File: config.mk
export PLATFORM = sky130hd
export DESIGN_NAME = psram_async_ctrl
export DESIGN_NICKNAME = d
export VERILOG_FILES = /design/src/rtl/psram_async_ctrl.sv
export SDC_FILE = /design/constraint.sdc
export NUM_CORES = 1
export LEC_CHECK = 0
export ABC_CLOCK_PERIOD_IN_PS = 1950
export CORE_MARGIN = 5
export CORE_UTILIZATION = 42
export CTS_BUF_LIST = sky130_fd_sc_hd__clkbuf_4 sky130_fd_sc_hd__clkbuf_8
export DETAILED_ROUTE_END_ITERATION = 8
export GPL_ROUTABILITY_DRIVEN = 0
export PLACE_DENSITY_LB_ADDON = 0.05
export SETUP_SLACK_MARGIN = 0.02
export SYNTH_ARGS = -nofsm -noshare
export SYNTH_HDL_FRONTEND = slang
export SYNTH_SLANG_ARGS = --single-unit
File: constraint.sdc
create_clock -name clk -period 1.95 [get_ports clk]
set_input_delay 0.39 -clock clk [delete_from_list [all_inputs] [get_ports clk]]
set_output_delay 0.39 -clock clk [all_outputs]
set_load 0.005 [all_outputs]
File: src/rtl/psram_async_ctrl.sv
// psram_async_ctrl
//   Sequences one word access at a time to an external cellular RAM running in
//   asynchronous mode. A request accepted from the audio datapath becomes a
//   SETUP / ACCESS / HOLD / RECOVER pattern on the active-low CE#, OE# and WE#
//   pins. Read data returns with a one-cycle rd_valid pulse.
//
//   The pin strobes, ready, busy and read data are all registered. Each is
//   decoded from the next state, so the pin pattern lines up with the state
//   that the FSM occupies during the same cycle.
//
// Ports
//   clk, rst                 clock, synchronous active-high reset
//   req_valid/req_ready      request handshake (accepted when both high)
//   req_we/req_addr/req_wdata request direction, word address, write data
//   rd_valid/rd_data         read-return pulse and held read word
//   busy                     controller is not idle
//   mem_addr, mem_dq_o       registered address / write data to the pins
//   mem_dq_oe, mem_dq_i      DQ tristate enable and DQ input
//   mem_ce_n/oe_n/we_n       active-low strobes
//   mem_adv_n/ub_n/lb_n/cre  tied low (asynchronous mode, full-word access)
module psram_async_ctrl #(
  parameter int ADDR_W  = 23,
  parameter int DATA_W  = 16,
  parameter int RD_CYC  = 7,
  parameter int WR_CYC  = 7,
  parameter int REC_CYC = 2
) (
  input  logic              clk,
  input  logic              rst,
  input  logic              req_valid,
  output logic              req_ready,
  input  logic              req_we,
  input  logic [ADDR_W-1:0] req_addr,
  input  logic [DATA_W-1:0] req_wdata,
  output logic              rd_valid,
  output logic [DATA_W-1:0] rd_data,
  output logic              busy,
  output logic [ADDR_W-1:0] mem_addr,
  output logic [DATA_W-1:0] mem_dq_o,
  output logic              mem_dq_oe,
  input  logic [DATA_W-1:0] mem_dq_i,
  output logic              mem_ce_n,
  output logic              mem_oe_n,
  output logic              mem_we_n,
  output logic              mem_adv_n,
  output logic              mem_ub_n,
  output logic              mem_lb_n,
  output logic              mem_cre
);

  localparam int MAX_RW  = (RD_CYC > WR_CYC) ? RD_CYC : WR_CYC;
  localparam int MAX_CYC = (MAX_RW > REC_CYC) ? MAX_RW : REC_CYC;
  localparam int CNT_W   = $clog2(MAX_CYC + 1);

  // Counter is loaded with (length - 1) on state entry and the state is left
  // when it reaches zero.
  localparam logic [CNT_W-1:0] CNT_ZERO = CNT_W'(0);
  localparam logic [CNT_W-1:0] CNT_ONE  = CNT_W'(1);
  localparam logic [CNT_W-1:0] RD_LOAD  = CNT_W'(RD_CYC - 1);
  localparam logic [CNT_W-1:0] WR_LOAD  = CNT_W'(WR_CYC - 1);
  localparam logic [CNT_W-1:0] REC_LOAD = CNT_W'((REC_CYC > 0) ? (REC_CYC - 1) : 0);

  typedef enum logic [2:0] {
    ST_IDLE    = 3'd0,
    ST_SETUP   = 3'd1,
    ST_ACCESS  = 3'd2,
    ST_HOLD    = 3'd3,
    ST_RECOVER = 3'd4
  } state_t;

  state_t           state_r;
  state_t           next_state_s;
  logic [CNT_W-1:0] wait_cnt_r;
  logic             we_r;
  logic             accept_s;
  logic             op_we_s;

  // CE# is low for the whole SETUP..HOLD window.
  function automatic logic ce_window(input state_t s);
    return (s == ST_SETUP) || (s == ST_ACCESS) || (s == ST_HOLD);
  endfunction

  // Handshake and effective direction. In IDLE the latch has not been loaded
  // yet, so the strobes registered at the accept edge take the live req_we.
  always_comb begin
    accept_s = req_valid & req_ready;
    if (state_r == ST_IDLE) begin
      op_we_s = req_we;
    end else begin
      op_we_s = we_r;
    end
  end

  // Next-state logic.
  always_comb begin
    next_state_s = state_r;
    case (state_r)
      ST_IDLE: begin
        if (accept_s) begin
          next_state_s = ST_SETUP;
        end else begin
          next_state_s = ST_IDLE;
        end
      end
      ST_SETUP: next_state_s = ST_ACCESS;
      ST_ACCESS: begin
        if (wait_cnt_r == CNT_ZERO) begin
          next_state_s = ST_HOLD;
        end else begin
          next_state_s = ST_ACCESS;
        end
      end
      ST_HOLD: begin
        if (REC_CYC == 0) begin
          next_state_s = ST_IDLE;
        end else begin
          next_state_s = ST_RECOVER;
        end
      end
      ST_RECOVER: begin
        if (wait_cnt_r == CNT_ZERO) begin
          next_state_s = ST_IDLE;
        end else begin
          next_state_s = ST_RECOVER;
        end
      end
      default: next_state_s = ST_IDLE;
    endcase
  end

  // State register.
  always_ff @(posedge clk) begin
    if (rst) begin
      state_r <= ST_IDLE;
    end else begin
      state_r <= next_state_s;
    end
  end

  // Wait counter: loaded on entry to ACCESS or RECOVER, counts down to zero.
  always_ff @(posedge clk) begin
    if (rst) begin
      wait_cnt_r <= CNT_ZERO;
    end else if ((state_r != ST_ACCESS) && (next_state_s == ST_ACCESS)) begin
      wait_cnt_r <= op_we_s ? WR_LOAD : RD_LOAD;
    end else if ((state_r != ST_RECOVER) && (next_state_s == ST_RECOVER)) begin
      wait_cnt_r <= REC_LOAD;
    end else if (wait_cnt_r != CNT_ZERO) begin
      wait_cnt_r <= wait_cnt_r - CNT_ONE;
    end else begin
      wait_cnt_r <= wait_cnt_r;
    end
  end

  // Request latch: captured only at accept, untouched until the next accept.
  always_ff @(posedge clk) begin
    if (rst) begin
      we_r     <= 1'b0;
      mem_addr <= {ADDR_W{1'b0}};
      mem_dq_o <= {DATA_W{1'b0}};
    end else if (accept_s) begin
      we_r     <= req_we;
      mem_addr <= req_addr;
      mem_dq_o <= req_wdata;
    end else begin
      we_r     <= we_r;
      mem_addr <= mem_addr;
      mem_dq_o <= mem_dq_o;
    end
  end

  // Registered pin strobes and status, decoded from the next state.
  always_ff @(posedge clk) begin
    if (rst) begin
      mem_ce_n  <= 1'b1;
      mem_oe_n  <= 1'b1;
      mem_we_n  <= 1'b1;
      mem_dq_oe <= 1'b0;
      rd_valid  <= 1'b0;
      req_ready <= 1'b0;
      busy      <= 1'b0;
    end else begin
      mem_ce_n  <= ~ce_window(next_state_s);
      mem_oe_n  <= ~((next_state_s == ST_ACCESS) & ~op_we_s);
      mem_we_n  <= ~((next_state_s == ST_ACCESS) & op_we_s);
      mem_dq_oe <= ce_window(next_state_s) & op_we_s;
      rd_valid  <= (next_state_s == ST_HOLD) & ~op_we_s;
      req_ready <= (next_state_s == ST_IDLE);
      busy      <= (next_state_s != ST_IDLE);
    end
  end

  // Read data: DQ is sampled on the edge that closes the last OE# low cycle.
  always_ff @(posedge clk) begin
    if (rst) begin
      rd_data <= {DATA_W{1'b0}};
    end else if ((state_r == ST_ACCESS) && (next_state_s == ST_HOLD) && !we_r) begin
      rd_data <= mem_dq_i;
    end else begin
      rd_data <= rd_data;
    end
  end

  assign mem_adv_n = 1'b0;
  assign mem_ub_n  = 1'b0;
  assign mem_lb_n  = 1'b0;
  assign mem_cre   = 1'b0;

endmodule
==> results of run 1 <==
==> routing by layer <==
metal,vias to the layer above,routed length [um],track usage
met2,76,3130,0.273
met5,-,0,0
met4,0,108,0.0690
met3,9,739,0.0776
li1,1217,-,-
met1,1066,2730,0.191
==> worst paths after layout <==
check | to | start | depth (start not counted)
setup / recovery | req_ready | req_ready$_SDFF_PP0_ | 1
hold / removal | state_r[1]$_SDFF_PP0_ | rst | 2
setup reg to reg | busy$_SDFF_PP0_ | wait_cnt_r[0]$_SDFFE_PP0P_ | 7
hold reg to reg | mem_addr[5]$_SDFFE_PP0P_ | mem_addr[5]$_SDFFE_PP0P_ | 2
==> registers in the layout, indices dropped and copies added (netlist names) <==
name / flops
mem_ce_n: 1
mem_dq_o: 16
wait_cnt_r: 3
mem_we_n: 1
busy: 1
mem_addr: 23
req_ready: 1
mem_dq_oe: 1
we_r: 1
rd_data: 16
mem_oe_n: 1
state_r: 3
rd_valid: 1
==> power breakdown <==
group	switching, mW	internal, mW
Combinational	0.331	0.472
Sequential	0.0803	1.53
Clock	0.504	0.539
==> cell families (layout without fill, tap and decap cells) <==
logic type,count (synthesis),after routing,share of synthesized area
AO/OA/AOI/OAI,51,51,0.102
XOR/XNOR,2,2,0.00657
adder cells (fa/ha/maj),2,2,0.00939
buffers and inverters,30,148,0.0568
flip-flops,69,69,0.518
multiplexers,17,17,0.0638
other,1,4,0.00141
AND/OR/NAND/NOR,136,136,0.241
==> through the flow <==
step / std cells / setup slack, ns / power [mW] / util / hold slack, ns
2_1_floorplan: 311 / 0.250 / 2.05 / - / 0.445
3_3_place_gp: 490 / 0.302 / 2.44 / 0.627 / 0.441
3_5_place_dp: 490 / 0.256 / 2.46 / 0.627 / 0.446
5_1_grt: 506 / 0.277 / 3.67 / 0.656 / 0.470
6_report: 506 / 0.339 / 3.46 / 0.656 / 0.445
4_1_cts: 506 / 0.311 / 3.52 / 0.656 / 0.435
==> synthesized netlist by cell type (all sizes together) (2+ instances only) <==
cell type   n
nand2      84
dfxtp      69
a21oi      44
nand2b     33
clkbuf     17
mux2i      17
buf        10
nor2        5
and2        3
inv         3
nand3b      3
nor3        3
ha          2
o21ai       2
o31ai       2
xnor2       2
==> final cells by class <==
class,count,area share
tap,77,0.0234
clock inverter,4,0.00547
clock buffer,12,0.0386
multi-input combinational,212,0.278
timing repair buffer,129,0.316
inverter,3,0.00274
sequential,69,0.336
==> flow_summary.toml, run 1 <==
[synth]
ys_warn_count = 0
seq_area_frac_synth = 0.518
syn_area_um2 = 2670
ys_top_cells_by_area = "dfxtp_1 52%, nand2_1 12%, a21oi_1 8.3%, nand2b_1 7.7%, mux2i_1 6.4%"
yosysTopAreaCell = "dfxtp_1"
synth-seq-cells = 69
synth-edff-count = 0
syn_inst = 308
synthDominantCellAreaShare = 0.518
synth_flop_cell = "dfxtp_1"
syn-mean-instance-area_um2 = 8.65
synth_cell_types = 28
synth-async-reset-ratio = 0

[grt]
grt_pass1_vias = 2313
grt_pass1_wl_um = 10500
grt_util_all_layers = 0.168
grt_max_degree = 61
grt.overflow.total = 0
antenna_found_initial = 0

[worst_setup_path]
worst-path-max-fanout = 4
cp_slowest_stage_delay_ns = 0.53
critPathRequiredTime_ns = 1.56
cp-start-kind = "flip-flop"
cpMaxStageDelayCell = "clkdlybuf4s50_1"
critPathKind = "reg -> out"
rrSetupSlack_ns = 0.39
cp_top_family = "buffers and inverters"
path_buf_inv = 1
crit_path_end_kind = "output port"
worstPathCellList = "clkdlybuf4s50_1"
crit_arrival_ns = 1.22

[floorplan]
pin_count = 125
dieArea_um2 = 8040
rows = 29
fp.coreArea_um2 = 6280
die_h_um = 89.7
fp.dieW_um = 89.7
initial_core_util = 0.425

[cells_and_area]
regArea_um2 = 1380
final_area_um2 = 4120
n_antenna_cell = 0
final_common_cell = "clkdlybuf4s50_1"
final_cell_mix = "119 x clkdlybuf4s50_1, 84 x nand2_1, 69 x dfxtp_1"
multi_input_area_um2 = 1140
n_fill_cell = 533
drive_gt1_frac = 0.0653
syn_to_final_growth_pct = 54.4
fin_nets = 485

[routing]
num_vias = 2368
routed_wl_um = 6700
drcViolationCount = 0
vias_per_cell = 4.68
routedWlPerCell_um = 13.2
ant_nets = 0
drt_iter0_markers = 114
first_pass_iters = 4

[clock_tree]
clkSinkCount = 69
h-tree-depth = 3
cts_tree = "yes"
postCtsSetupBuffers = 0
cts_buffer_depth = 2
insertion_delay_ns = 0.33
cts_hold_buf = 0
numCtsBuffers = 9
post_cts_resized = 0
cts-root-buf = "clkbuf_8"
path_clk_slew_ns = 0.07

[sta]
setup_tns_ns = 0
period_share = 0.826
slew_violations = 0
rsz0062_at_grt = "false"
period_needed_ns = 1.61
max_freq_mhz = 621
skew_ns = 0.00746
hold_viol = 0
final-setup-viol-count = 0

[pwr]
leakage_nw = 1.48
irDropWorstVdd_mv = 0.558
powerDensity_nw_per_um2 = 840

[place]
hpwl_um = 4860
place_area_um2 = 3930
io_buffer_count = 120

[job]
cap_viol_max_count = 0

[run_status]
status = "complete, no violations"

[hold_path]
hold_class = "in -> reg"
No activity file was read; power rests on OpenSTA's default activity.
==> run 2: changes to the inputs <==
Settings changed: ABC_CLOCK_PERIOD_IN_PS 1950 to 1600.
Clock period 1.95 ns to 1.6 ns, I/O delays scaled along.
==> run 2 against run 1 <==
  * Flip-flop and latch count unchanged
  * Clock-buffer cell count is 1 lower
  * First-iteration DRC count is 19% lower
  * Cell count fell by 0.40%
  * Sequential power rose by 22%
  * Worst setup slack worse by 0.26 ns
  * Wire length about the same
  * Non-clock buffer count shrank 2
  * Register-to-register slack got worse by 0.26 ns
  * Final area rose by 1.1%
  * Core utilization grew 0.72 points
==> flow_summary.toml, run 2 (synthesized netlist as in run 1, its figures left out) <==
[pwr]
p_total_mw = 4.39
irDropWorstVdd_mv = 0.787
powerDensity_nw_per_um2 = 1060
leakage_nw = 1.56

[clock_tree]
cts-root-buf = "clkbuf_8"
post_cts_resized = 0
clkSinkCount = 69
insertion_delay_ns = 0.33
postCtsSetupBuffers = 0
cts_hold_buf = 0
cts_tree = "yes"
cts_buffer_depth = 2
h-tree-depth = 3
path_clk_slew_ns = 0.07
numCtsBuffers = 9

[worst_setup_path]
critPathKind = "reg -> out"
cp-start-kind = "flip-flop"
critPathRequiredTime_ns = 1.28
reg2regPathDepth = 7
worst-path-max-fanout = 2
path_buf_inv = 1
worstPathCellList = "clkdlybuf4s50_1"
crit_path_end_kind = "output port"
cp_top_family = "buffers and inverters"
cp_num_cells = 1
crit_arrival_ns = 1.20
cpMaxStageDelayCell = "clkdlybuf4s50_1"
cp_slowest_stage_delay_ns = 0.53

[place]
place_area_um2 = 3950
io_buffer_count = 120
dp_cells = 488
hpwl_um = 4820

[sta]
final-setup-viol-count = 0
holdWs_ns = 0.420
max_freq_mhz = 657
slew_violations = 0
rsz0062_at_grt = "false"
skew_ns = 0.00698
period_share = 0.951
period_needed_ns = 1.52
hold_viol = 0

[routing]
num_vias = 2340
drt_iter0_markers = 92
drcViolationCount = 0
first_pass_iters = 4
routedWlPerCell_um = 13.3
vias_per_cell = 4.64
ant_nets = 0
routed_wl_um = 6710

[hold_path]
hold_class = "in -> reg"
holdPathStages = 2

[grt]
grt_util_all_layers = 0.176
grt_max_degree = 41
grt_pass1_wl_um = 10900
antenna_found_initial = 0
grt.overflow.total = 0
grt_pass1_vias = 2335

[cells_and_area]
final_cell_mix = "115 x clkdlybuf4s50_1, 83 x nand2_1, 66 x dfxtp_1"
n_antenna_cell = 0
regMostFlops = "mem_addr"
syn_to_final_growth_pct = 56.1
largest_register_ffs = 23
final_area_um2 = 4160
fin_cells = 504
final_common_cell = "clkdlybuf4s50_1"
n_fill_cell = 529
fin_nets = 483
top_regs = "mem_addr: 23 flops, mem_dq_o: 16 flops, rd_data: 16 flops"
drive_gt1_frac = 0.0773

[floorplan]
fp.dieW_um = 89.7
pin_count = 125
die_h_um = 89.7
initial_core_util = 0.425
fp.coreArea_um2 = 6280
dieArea_um2 = 8040
rows = 29

[run_status]
status = "complete, no violations"

[job]
cap_viol_max_count = 0
## run 2: cell types whose count changed in the layout (fill, tap and decap cells not counted), moves of 2 or more
cell             delta
ha_4                +2
dfxtp_1             -3
dfxtp_2             +3
ha_1                -2
clkdlybuf4s50_1     -4
dlymetal6s2s_1      +4
buf_4               -2
## run 2: metrics by stage
stage               setup TNS, ns  utilization  setup WS, ns
CTS                             0        0.661        0.0287
detailed placement              0        0.630        0.0190
floorplan                  -0.362            -       -0.0362
finish                          0        0.663        0.0779
global placement                0        0.630        0.0456
global route                    0        0.663        0.0203
## run 2: final cells by class
type	count	area [um2]	share of cell area
sequential	69	1390	0.333
timing repair buffer	127	1300	0.312
multi-input combinational	212	1180	0.283
clock buffer	11	145	0.0349
tap	77	96.3	0.0232
clock inverter	5	50.0	0.0120
inverter	3	11.3	0.00271
## run 2: report_power, final
| part | leakage, nW | switching [mW] | internal (mW) |
|---|---|---|---|
| registers | 0.563 | 0.0991 | 1.87 |
| logic | 0.894 | 0.426 | 0.601 |
| clock network | 0.106 | 0.625 | 0.770 |
## run 2: routing by layer
| layer | vias up | global-route usage | share of wire |
|---|---|---|---|
| met5 | - | 0 | 0 |
| met4 | 0 | 0.0812 | 0.011 |
| met3 | 6 | 0.0830 | 0.12 |
| met2 | 76 | 0.260 | 0.44 |
| met1 | 1046 | 0.216 | 0.42 |
| li1 | 1212 | - | - |
## run 2: worst paths after layout
| check | slack (ns) | endpoint | from |
|---|---|---|---|
| max | 0.08 | mem_addr[4] | mem_addr[4]$_SDFFE_PP0P_ |
| min | 0.42 | state_r[0]$_SDFF_PP0_ | rst |
| min reg2reg | 0.45 | mem_addr[20]$_SDFFE_PP0P_ | mem_addr[20]$_SDFFE_PP0P_ |
| max reg2reg | 0.13 | rd_data[4]$_SDFFE_PP0P_ | wait_cnt_r[0]$_SDFFE_PP0P_ |
